## src/rtl/wb_writer.sv

```systemverilog
// Writeback arbiter: ALU results and FIFO-buffered load results share one
// registered register-file write port. Define WB_STARVE_GUARD_EN to bound load starvation.
module wb_writer #(
    parameter int FIFO_DEPTH = 4,
    parameter int STARVE_MAX = 3
) (
    input  logic                          i_clk,
    input  logic                          i_reset,
    input  logic                          i_alu_valid,
    output logic                          o_alu_ready,
    input  logic [4:0]                    i_alu_rd,
    input  logic [31:0]                   i_alu_data,
    input  logic                          i_mem_valid,
    output logic                          o_mem_ready,
    input  logic [4:0]                    i_mem_rd,
    input  logic [31:0]                   i_mem_data,
    output logic [4:0]                    o_rd_addr,
    output logic [31:0]                   o_rd_data,
    output logic                          o_rd_we,
    output logic [$clog2(FIFO_DEPTH):0]   o_mem_pending
);
    localparam int AW = $clog2(FIFO_DEPTH);

    logic [4:0]    r_fifo_rd   [FIFO_DEPTH];
    logic [31:0]   r_fifo_data [FIFO_DEPTH];
    logic [AW-1:0] r_wptr, r_rptr;
    logic [AW:0]   r_count;
    logic [4:0]    r_rd_addr;
    logic [31:0]   r_rd_data;
    logic          r_rd_we;

    logic          w_full, w_empty, w_enq, w_trig;
    logic          w_alu_win, w_fifo_win;
    logic [4:0]    w_win_rd;
    logic [31:0]   w_win_data;

    assign w_full      = (r_count == (AW+1)'(FIFO_DEPTH));
    assign w_empty     = (r_count == '0);
    assign o_mem_ready = !w_full;
    // x0 loads complete the handshake but never occupy a slot
    assign w_enq       = i_mem_valid && !w_full && (i_mem_rd != 5'd0);

`ifdef WB_STARVE_GUARD_EN
    localparam int SCW = (STARVE_MAX < 1) ? 1 : $clog2(STARVE_MAX + 1);
    logic [SCW-1:0] r_starve;

    assign w_trig = !w_empty && (r_starve == SCW'(STARVE_MAX));

    always_ff @(posedge i_clk or negedge i_reset) begin
        if (!i_reset)
            r_starve <= '0;
        else if (w_fifo_win || w_empty)
            r_starve <= '0;
        else if (w_alu_win)
            r_starve <= r_starve + 1'b1;
    end
`else
    assign w_trig = 1'b0;
`endif

    assign o_alu_ready = !w_trig;
    assign w_alu_win   = !w_trig && i_alu_valid;
    assign w_fifo_win  = w_trig || (!i_alu_valid && !w_empty);
    assign w_win_rd    = w_alu_win ? i_alu_rd   : r_fifo_rd[r_rptr];
    assign w_win_data  = w_alu_win ? i_alu_data : r_fifo_data[r_rptr];

    always_ff @(posedge i_clk) begin
        if (w_enq) begin
            r_fifo_rd[r_wptr]   <= i_mem_rd;
            r_fifo_data[r_wptr] <= i_mem_data;
        end
    end

    always_ff @(posedge i_clk or negedge i_reset) begin
        if (!i_reset) begin
            r_wptr  <= '0;
            r_rptr  <= '0;
            r_count <= '0;
        end else begin
            if (w_enq)
                r_wptr <= r_wptr + 1'b1;
            if (w_fifo_win)
                r_rptr <= r_rptr + 1'b1;
            case ({w_enq, w_fifo_win})
                2'b10:   r_count <= r_count + 1'b1;
                2'b01:   r_count <= r_count - 1'b1;
                default: r_count <= r_count;
            endcase
        end
    end

    always_ff @(posedge i_clk or negedge i_reset) begin
        if (!i_reset) begin
            r_rd_we   <= 1'b0;
            r_rd_addr <= '0;
            r_rd_data <= '0;
        end else if ((w_alu_win || w_fifo_win) && (w_win_rd != 5'd0)) begin
            r_rd_we   <= 1'b1;
            r_rd_addr <= w_win_rd;
            r_rd_data <= w_win_data;
        end else begin
            r_rd_we   <= 1'b0;
        end
    end

    assign o_rd_we       = r_rd_we;
    assign o_rd_addr     = r_rd_addr;
    assign o_rd_data     = r_rd_data;
    assign o_mem_pending = r_count;
endmodule
```

## config.mk

```make
export PLATFORM = sky130hd
export DESIGN_NAME = wb_writer
export DESIGN_NICKNAME = d
export VERILOG_FILES = /design/src/rtl/wb_writer.sv
export SDC_FILE = /design/constraint.sdc
export NUM_CORES = 1
export LEC_CHECK = 0
export ABC_AREA = 1
export ABC_CLOCK_PERIOD_IN_PS = 6000
export CAP_MARGIN = 30
export CORE_ASPECT_RATIO = 0.5
export CORE_MARGIN = 5
export CORE_UTILIZATION = 58
export DETAILED_ROUTE_END_ITERATION = 10
export GPL_TIMING_DRIVEN = 1
export PLACE_DENSITY = 0.85
export SLEW_MARGIN = 10
export SYNTH_ARGS = -nofsm -noshare
export SYNTH_HDL_FRONTEND = slang
export SYNTH_SLANG_ARGS = --single-unit
```

## constraint.sdc

```tcl
create_clock -name i_clk -period 6 [get_ports i_clk]
set_input_delay 1.2 -clock i_clk [delete_from_list [all_inputs] [get_ports i_clk]]
set_output_delay 1.2 -clock i_clk [all_outputs]
set_load 0.1 [all_outputs]
```

==> results of run 1 <==
## registers in the layout, indices dropped and copies added, names as in the netlist
register       count
o_rd_data         32
o_rd_we            1
r_rptr             2
o_rd_addr          5
r_wptr             2
o_mem_pending      3
r_fifo_data      128
r_fifo_rd         20
## worst max path at each step
stage                                      start                      endpoint  slack (ns)
floorplan           o_mem_pending[0]$_DFFE_PN0P_   r_fifo_data[0][0]$_DFFE_PP_        1.59
global placement                     i_mem_rd[4]  r_fifo_data[1][28]$_DFFE_PP_        2.23
detailed placement                   i_alu_valid      o_rd_addr[3]$_DFFE_PN0P_        2.26
CTS                        r_rptr[0]$_DFFE_PN0P_      o_rd_addr[3]$_DFFE_PN0P_        2.44
global route               r_rptr[0]$_DFFE_PN0P_     o_rd_data[13]$_DFFE_PN0P_        2.27
finish                     r_rptr[0]$_DFFE_PN0P_      o_rd_addr[3]$_DFFE_PN0P_        2.56
## metrics by stage
| stage | cell area [µm²] | total power, mW |
|---|---|---|
| global route | 9910 | 5.81 |
| global placement | 9280 | 4.38 |
| floorplan | 7990 | 3.81 |
| finish | 9910 | 5.55 |
| detailed placement | 9330 | 4.47 |
| CTS | 9880 | 5.55 |
## cell usage in the layout (no fill, tap or decap), types with 13 or more instances in the layout
cell,Yosys,final
edfxtp_1,148,148
dfrtp_1,45,43
nand3_1,50,50
clkdlybuf4s50_1,0,117
inv_1,30,30
o31ai_1,32,32
a21oi_1,67,67
nor2_1,17,13
nand2_1,266,266
clkbuf_16,0,17
## worst min-delay path, cell delays in order, from the launching register on
cell and delay, ns:
dfrtp_1 0.35, nand2_1 0.05, nand2_1 0.04
## power by group
| group | total (mW) | internal [mW] | switching (mW) |
|---|---|---|---|
| Sequential | 1.94 | 1.80 | 0.138 |
| Clock | 1.08 | 0.547 | 0.531 |
| Combinational | 2.53 | 0.617 | 1.92 |
## cells by family after synthesis
logic type,count (synthesis)
AND/OR/NAND/NOR,340
flip-flops,193
AO/OA/AOI/OAI,102
buffers and inverters,74
adder cells (fa/ha/maj),6
XOR/XNOR,4
other,1
## cell type report
class / instances / share of cell area [%]
Clock inverter: 14 / 1.28
Sequential cell: 193 / 56.2
Multi-Input combinational cell: 453 / 21.4
Timing Repair Buffer: 130 / 13.3
Tap cell: 176 / 2.22
Inverter: 34 / 1.29
Clock buffer: 18 / 4.33
## per-layer routing
layer	routed length, µm	part of all wire, %	GRT usage [%]
met3	1240	6.5	4.44
met1	7670	40	29.4
met4	544	2.9	10.2
met2	9560	50	41.5
met5	0	0	0
==> flow_summary_export.csv, run 1 <==
group,metric,value,unit
run_status,status,"completed",
synthesis,ys_ff_latch,193,
worst_hold_path,hold-path-cell-count,2,
critical_path,worstReg2RegEnd,"o_rd_addr[3]$_DFFE_PN0P_",
synthesis,synthDistinctLibCells,26,
cts,clock-sinks,193,
placement,dpl_worst_slack,2.26,ns
synthesis,synth_top_family_by_area,"simple AND/OR/NAND/NOR gates",
synthesis,synthFlopType,"edfxtp_1",
layout,nFillCells,868,
critical_path,cp_max_fo,78,
layout,fin_nets,913,
synthesis,syn_inst,720,
global_routing,grt_pass1_wl,29900,µm
critical_path,crit_type,"reg -> reg",
sta,fin_skew,0.0113,ns
synthesis,yosysMostFrequentCell,"nand2_1",
worst_hold_path,hold_class,"reg -> reg",
floorplan,die_x,176,µm
synthesis,synth-simple-area-share,17.0,%
floorplan,placeableCoreArea,0.0135,mm²
sta,max_freq,291,MHz
floorplan,num_io_pins,121,
critical_path,cp_cell_sequence,"buf_4, inv_2, buf_12, nand2_1, nand3_1, nand2_1, nand2_1, nand2_1, nand2_1, nor2_1, nand2_2, nand3_1, nand2_1",
cts,cts_tree,"built",
cts,holdBufCountCts,0,
global_routing,grt_start_max_net_pins,79,
synthesis,syn_avg_cell_area,11.1,µm²
route,firstDrtPassIters,5,
route,ant_nets,0,
cts,post_cts_resized,0,
sta,holdWs,0.469,ns
power,p_leak,3.98,nW
sta,period_needed,3.44,ns
layout,drive_above_1_share,6.65,%
synthesis,synth_compound_area_share,7.55,%
critical_path,crit_path_frequent_cell,"nand2_1",
global_routing,grt-ovfl-total,0,
route,wirelength,19000,µm
cts,clock-root-buffer,"clkbuf_16",
layout,fin_cells,1018,
critical_path,cpPeakStageDelay,0.62,ns
floorplan,initial_utilization,59.1,%
job,max_cap_violations,0,
placement,gp_congestion,0.798,
sta,tightest_slew,0.997,ns
cts,clk_pin_slew_worst_paths,0.07,ns
critical_path,endpoint_kind,"register",
sta,hold_viol,0,
synthesis,synth_top_area_share,55.6,%
placement,dp_cells,985,
layout,register_area,0.00557,mm²
critical_path,worst_path_max_delay_cell,"buf_4",
sta,final.setup.tns,0,ns
cts,post_cts.repair.setup_buffers,0,
synthesis,synth_commonest_cells,"nand2_1, edfxtp_1, a21oi_1",
synthesis,synthXorXnorAreaFrac,0.439,%
cts,cts_buffers,17,
placement,dp_hpwl,11300,µm
synthesis,synth_fp_nets,804,
synthesis,ys_seq_area_share,69.7,%
sta,fin_crit_sh,57.3,%
placement,io_buffers,119,
critical_path,r2r_setup_slack,2.56,ns
critical_path,worstPathArrival,3.75,ns
global_routing,first_global_vias,5909,
power,ir_drop,0.301,mV
worst_hold_path,whs_endpoint,"o_rd_data[9]$_DFFE_PN0P_",
synthesis,synthTopCellsByArea,"edfxtp_1, dfrtp_1, nand2_1",
sta,worst_slack,2.56,ns
global_routing,antenna_found_initial,0,
critical_path,rr_startpoint,"r_rptr[0]$_DFFE_PN0P_",
floorplan,dieArea,0.0164,mm²
critical_path,crit_family,"simple AND/OR/NAND/NOR gates",
synthesis,synthMuxAreaShare,0,%
critical_path,rr_worst_depth,13,
route,drt_iter0_markers,581,
critical_path,required,6.31,ns
critical_path,critical_path_buf_inv_count,3,
floorplan,rows,30,
synthesis,mappedNetlistArea,0.00799,mm²
critical_path,startpoint_type,"register",
route,via_per_inst,5.63,
power,p_per_area,560,mW/mm²
floorplan,die_y,93.0,µm
layout,final_util,73.3,%
global_routing,track_usage,23.7,%
synthesis,yosysWarnings,0,
cts,htreeDepth,4,
sta,finalMaxSlewViolations,0,
layout,multi_input_area,0.00212,mm²
synthesis,async_reset_ff_share,23.3,%
cts,clock_path_buffers,2,
route,wl_per_cell,18.7,µm
synthesis,synth_top_area_cell,"edfxtp_1",
sta,setup_viol,0,
sta,rsz0062_at_grt,"no",
cts,clk_latency,0.43,ns
synthesis,synth_edf_count,148,
sta,slew-limit-headroom,33.3,%
route,drc,0,
layout,area_delta_synth_final,24.1,%
worst_hold_path,min_from,"o_rd_data[9]$_DFFE_PN0P_",
critical_path,worst-path-stages,13,
route,vias,5735,
synthesis,yosys.area_share.adder,1.03,%
layout,antenna_cells,0,
Power figures use the tool's default switching activity.
==> run 2: changes to the inputs <==
--- a/config.mk
+++ b/config.mk
@@ -6,14 +6,14 @@
 export NUM_CORES = 1
 export LEC_CHECK = 0
 export ABC_AREA = 1
-export ABC_CLOCK_PERIOD_IN_PS = 6000
+export ABC_CLOCK_PERIOD_IN_PS = 2800
 export CAP_MARGIN = 30
 export CORE_ASPECT_RATIO = 0.5
 export CORE_MARGIN = 5
-export CORE_UTILIZATION = 58
+export CORE_UTILIZATION = 49
 export DETAILED_ROUTE_END_ITERATION = 10
 export GPL_TIMING_DRIVEN = 1
-export PLACE_DENSITY = 0.85
+export PLACE_DENSITY = 0.76
 export SLEW_MARGIN = 10
 export SYNTH_ARGS = -nofsm -noshare
 export SYNTH_HDL_FRONTEND = slang
==> constraint.sdc (replaced) <==
create_clock -name i_clk -period 2.8 [get_ports i_clk]
set_input_delay 0.56 -clock i_clk [delete_from_list [all_inputs] [get_ports i_clk]]
set_output_delay 0.56 -clock i_clk [all_outputs]
set_load 0.1 [all_outputs]
==> run 2 against run 1 <==
- sequential share of layout area decreased by 0.24 points
- sequential power rose by 120%
- register-to-register slack worse by 1.9 ns
- power is 110% higher
- final cell count up 5.6%
- combinational power rose by 110%
==> flow_summary_export.csv, run 2 (same netlist as run 1, synthesis figures left out) <==
group,metric,value,unit
floorplan,dieArea,0.0191,mm²
sta,period_needed,2.15,ns
critical_path,cp_cell_sequence,"buf_4, nand2_1, nand2_1, a21oi_1, o31ai_1, nand3_1, nand2_1",
floorplan,initial_utilization,49.4,%
layout,drive_above_1_share,12.9,%
cts,clk_pin_slew_worst_paths,0.08,ns
sta,fin_crit_sh,76.8,%
cts,holdBufCountCts,0,
placement,dpl_worst_slack,0.250,ns
route,wl_per_cell,17.2,µm
layout,layout_commonest_cell,"nand2_1",
global_routing,antenna_found_initial,0,
critical_path,crit_type,"reg -> reg",
route,via_per_inst,5.26,
worst_hold_path,hold_class,"in -> async",
route,vias,5658,
power,p_leak,4.06,nW
layout,fin_nets,919,
route,wirelength,18400,µm
sta,slew-limit-headroom,51.2,%
cts,clock-sinks,193,
cts,clock-root-buffer,"clkbuf_16",
critical_path,cp_max_fo,64,
layout,regMostFlops,"r_fifo_data",
placement,io_buffers,119,
critical_path,cpPeakStageDelay,0.58,ns
global_routing,first_global_vias,5730,
sta,setup_viol,0,
global_routing,track_usage,19.9,%
sta,hold_viol,0,
placement,dpl_cell_area,0.00938,mm²
sta,fin_skew,0.0155,ns
layout,antenna_cells,0,
global_routing,grt-ovfl-total,0,
sta,finalMaxSlewViolations,0,
global_routing,grt_start_max_net_pins,65,
layout,final_cell_mix,"nand2_1, edfxtp_1, clkdlybuf4s50_1",
sta,final.setup.tns,0,ns
critical_path,worst_path_max_delay_cell,"buf_4",
sta,tightest_slew,0.730,ns
critical_path,startpoint_type,"register",
layout,area_delta_synth_final,24.6,%
critical_path,crit_family,"buffers and inverters",
placement,dp_hpwl,11500,µm
layout,fin_area,0.00996,mm²
critical_path,required,3.17,ns
cts,cts_buffers,17,
critical_path,endpoint_kind,"register",
critical_path,r2r_setup_slack,0.65,ns
floorplan,die_y,100,µm
layout,largest_reg_flops,128,
route,drt_iter0_markers,531,
floorplan,rows,33,
global_routing,grt_pass1_wl,29700,µm
job,max_cap_violations,0,
cts,post_cts.repair.setup_buffers,0,
critical_path,crit_path_frequent_cell,"nand2_1",
placement,gp_congestion,0.805,
run_status,status,"completed",
cts,post_cts_resized,0,
cts,clk_latency,0.44,ns
route,firstDrtPassIters,5,
floorplan,num_io_pins,121,
power,ir_drop,0.661,mV
floorplan,placeableCoreArea,0.0162,mm²
floorplan,die_x,191,µm
cts,cts_tree,"built",
critical_path,worstReg2RegEnd,"o_rd_data[24]$_DFFE_PN0P_",
critical_path,rr_worst_depth,7,
cts,clock_path_buffers,2,
cts,htreeDepth,4,
route,ant_nets,0,
sta,rsz0062_at_grt,"no",
sta,worst_slack,0.650,ns
power,design_power_total,11.9,mW
critical_path,worstPathArrival,2.52,ns
critical_path,critical_path_buf_inv_count,1,
critical_path,rr_startpoint,"r_rptr[0]$_DFFE_PN0P_",
sta,max_freq,465,MHz
route,drc,0,
power,p_per_area,1190,mW/mm²
[run 2: how the worst max path moves through the flow]
stage	from	endpoint	slack, ns	depth (start not counted)
after CTS	r_rptr[0]$_DFFE_PN0P_	o_rd_data[24]$_DFFE_PN0P_	0.66	7
after detailed placement	i_mem_rd[3]	o_mem_pending[2]$_DFFE_PN0P_	0.25	9
final	r_rptr[0]$_DFFE_PN0P_	o_rd_data[24]$_DFFE_PN0P_	0.65	7
after global routing	r_rptr[0]$_DFFE_PN0P_	o_rd_addr[2]$_DFFE_PN0P_	0.46	10
after floorplan	o_mem_pending[0]$_DFFE_PN0P_	o_mem_pending[2]$_DFFE_PN0P_	0.004	8
after global placement	i_mem_rd[1]	o_mem_pending[2]$_DFFE_PN0P_	0.28	9
[run 2: final cells by class]
class | instances | area, µm²
timing repair buffer | 136 | 1270
multi-input combinational | 453 | 2130
tap | 227 | 284
clock buffer | 18 | 429
inverter | 34 | 128
fill | 1288 | 6230
sequential | 193 | 5580
clock inverter | 14 | 146
[run 2: power breakdown]
part | switching, mW | internal [mW]
sequential | 0.338 | 3.86
clock | 1.12 | 1.26
combinational | 4.03 | 1.25
total | 5.48 | 6.37
[run 2: stage by stage]
stage,hold WS [ns],cells,utilization [%]
after floorplan,0.264,720,-
after global placement,0.458,1043,58.0
after detailed placement,0.464,1043,58.0
after CTS,0.107,1075,61.5
after global routing,0.120,1075,61.5
final,0.104,1075,61.5
[run 2: metal layers]
metal	share of wire [%]	GRT usage [%]
met1	42	25.8
met2	50	34.2
met3	5.6	3.44
met4	1.7	7.61
met5	0	0
==> run 3: changes to the inputs <==
--- a/config.mk
+++ b/config.mk
@@ -6,14 +6,14 @@
 export NUM_CORES = 1
 export LEC_CHECK = 0
 export ABC_AREA = 1
-export ABC_CLOCK_PERIOD_IN_PS = 2800
+export ABC_CLOCK_PERIOD_IN_PS = 2000
 export CAP_MARGIN = 30
 export CORE_ASPECT_RATIO = 0.5
 export CORE_MARGIN = 5
-export CORE_UTILIZATION = 49
+export CORE_UTILIZATION = 54
 export DETAILED_ROUTE_END_ITERATION = 10
 export GPL_TIMING_DRIVEN = 1
-export PLACE_DENSITY = 0.76
+export PLACE_DENSITY = 0.8
 export SLEW_MARGIN = 10
 export SYNTH_ARGS = -nofsm -noshare
 export SYNTH_HDL_FRONTEND = slang
==> constraint.sdc (replaced) <==
create_clock -name i_clk -period 2 [get_ports i_clk]
set_input_delay 0.4 -clock i_clk [delete_from_list [all_inputs] [get_ports i_clk]]
set_output_delay 0.4 -clock i_clk [all_outputs]
set_load 0.1 [all_outputs]
==> run 3 against run 2 <==
- utilization up 9.4 points
- maximum frequency up 15%
- largest power group unchanged
- sequential share of layout area down 1.6 points
- combinational power up 50%
- register-to-register slack worse by 0.52 ns
- via count up 3.2%
- global-route usage up 2.7 points
- critical path depth up 2
- power up 44%
- clock power up 38%
- first-iteration DRC count down 11%
==> flow_summary_export.csv, run 3 (same netlist as run 1, synthesis figures left out) <==
group,metric,value,unit
global_routing,first_global_vias,5978,
critical_path,worstSetupEndpoint,"o_mem_pending[2]$_DFFE_PN0P_",
layout,largest_reg_flops,128,
floorplan,placeableCoreArea,0.0145,mm²
route,drt_iter0_markers,473,
layout,final_cell_mix,"nand2_1, edfxtp_1, clkdlybuf4s50_1",
cts,cts_tree,"built",
placement,dpl_cell_area,0.00965,mm²
global_routing,grt_pass1_wl,30700,µm
floorplan,rows,31,
placement,io_buffers,119,
critical_path,critical_path_buf_inv_count,2,
critical_path,endpoint_kind,"register",
route,vias,5839,
route,wirelength,19300,µm
layout,area_delta_synth_final,28.5,%
placement,dp_hpwl,12600,µm
critical_path,worstPathArrival,2.18,ns
critical_path,required,2.30,ns
job,max_cap_violations,0,
cts,clock-sinks,193,
cts,clock_path_buffers,2,
route,firstDrtPassIters,5,
cts,cts_buffers,17,
route,wl_per_cell,18.0,µm
sta,fin_skew,0.0176,ns
power,p_seq_share,34.4,%
global_routing,grt_start_max_net_pins,38,
floorplan,initial_utilization,55.2,%
layout,drive_above_1_share,16.0,%
sta,fin_crit_sh,93.7,%
floorplan,num_io_pins,121,
route,via_per_inst,5.45,
cts,clk_pin_slew_worst_paths,0.08,ns
critical_path,worstReg2RegEnd,"o_mem_pending[2]$_DFFE_PN0P_",
critical_path,cp_max_fo,4,
critical_path,worst-path-stages,9,
layout,fin_nets,946,
layout,layout_commonest_cell,"nand2_1",
layout,fin_area,0.0103,mm²
critical_path,cp-startpoint,"o_mem_pending[0]$_DFFE_PN0P_",
sta,final.setup.tns,0,ns
power,switching_power,7.90,mW
floorplan,die_x,182,µm
power,sw_frac_of_total,46.2,%
cts,htreeDepth,4,
route,ant_nets,0,
sta,hold_viol,0,
power,comb_power_share,46.5,%
sta,rsz0062_at_grt,"no",
sta,max_freq,533,MHz
critical_path,startpoint_type,"register",
sta,setup_viol,0,
sta,period_needed,1.87,ns
global_routing,grt-ovfl-total,0,
critical_path,cpPeakStageDelay,0.54,ns
sta,finalMaxSlewViolations,0,
route,drc,0,
critical_path,crit_type,"reg -> reg",
floorplan,dieArea,0.0175,mm²
run_status,status,"completed",
critical_path,crit_family,"flip-flops",
critical_path,rr_startpoint,"o_mem_pending[0]$_DFFE_PN0P_",
placement,gp_congestion,0.810,
critical_path,r2r_setup_slack,0.13,ns
power,clkPwrFrac,19.1,%
power,p_per_area,1660,mW/mm²
layout,antenna_cells,0,
floorplan,die_y,96,µm
global_routing,track_usage,22.6,%
layout,regMostFlops,"r_fifo_data",
cts,clk_latency,0.43,ns
critical_path,worst_path_max_delay_cell,"dfrtp_4",
power,p_int,9.18,mW
power,p_leak,4.22,nW
global_routing,antenna_found_initial,0,
critical_path,rr_worst_depth,9,
critical_path,cp_cell_sequence,"inv_4, nand3_1, nand2_1, inv_1, ha_4, fa_2, a21oi_1, o21ai_1, xor2_1",
power,ir_drop,0.785,mV
cts,clock-root-buffer,"clkbuf_16",
layout,final_util,70.9,%
worst_hold_path,hold_class,"in -> async",
==> run 3: what timing repair did <==
item                                    in CTS  in global routing
endpoints found under the setup margin       0                 36
hold endpoints to repair                    13                  0
hold buffers                                 1                  0
setup buffers                                0                  5
resized for setup                            0                  1
==> run 3: power groups by stage <==
stage / combinational, mW / clock (mW) / sequential (mW)
2_1_floorplan: 2.76 / 0 / 8.78
3_3_place_gp: 7.60 / 0 / 5.95
3_5_place_dp: 7.78 / 0 / 5.99
4_1_cts: 7.84 / 3.28 / 5.92
5_1_grt: 8.46 / 3.46 / 5.97
6_report: 7.94 / 3.26 / 5.88
==> run 3: per-layer routing <==
metal	track usage (%)	up-vias	routed length, µm
met5	0	-	0
met4	7.12	0	266
met3	4.11	24	1170
met2	41.0	211	9880
met1	28.4	2858	7980
li1	-	2746	-
==> run 3: metrics by stage <==
stage	worst slack, ns	hold slack [ns]	power [mW]	std cells
after detailed placement	-0.138	0.369	13.8	1035
after global routing	0.0132	0.468	17.9	1072
final	0.125	0.447	17.1	1072
after CTS	0.00445	0.435	17.0	1067
after global placement	-0.0871	0.356	13.5	1035
after floorplan	-0.230	0.104	11.5	720
==> run 3: worst min path at each step <==
stage          slack [ns]                   endpoint  depth (start not counted)        start
2_1_floorplan        0.10   o_rd_addr[0]$_DFFE_PN0P_                          0      i_reset
3_3_place_gp         0.36          o_rd_we$_DFF_PN0_                          1      i_reset
3_5_place_dp         0.37  o_rd_data[19]$_DFFE_PN0P_                          1      i_reset
4_1_cts              0.43   o_rd_addr[0]$_DFFE_PN0P_                          4  i_alu_valid
5_1_grt              0.47   o_rd_addr[0]$_DFFE_PN0P_                          4  i_alu_valid
6_report             0.45          o_rd_we$_DFF_PN0_                          2      i_reset
==> run 3: final cells by class <==
| type | instances | area (µm²) |
|---|---|---|
| Clock inverter | 14 | 141 |
| Timing Repair Buffer | 163 | 1570 |
| Sequential cell | 193 | 5580 |
| Clock buffer | 17 | 425 |
| Tap cell | 198 | 248 |
| Fill cell | 940 | 4210 |
| Multi-Input combinational cell | 453 | 2160 |
| Inverter | 34 | 135 |
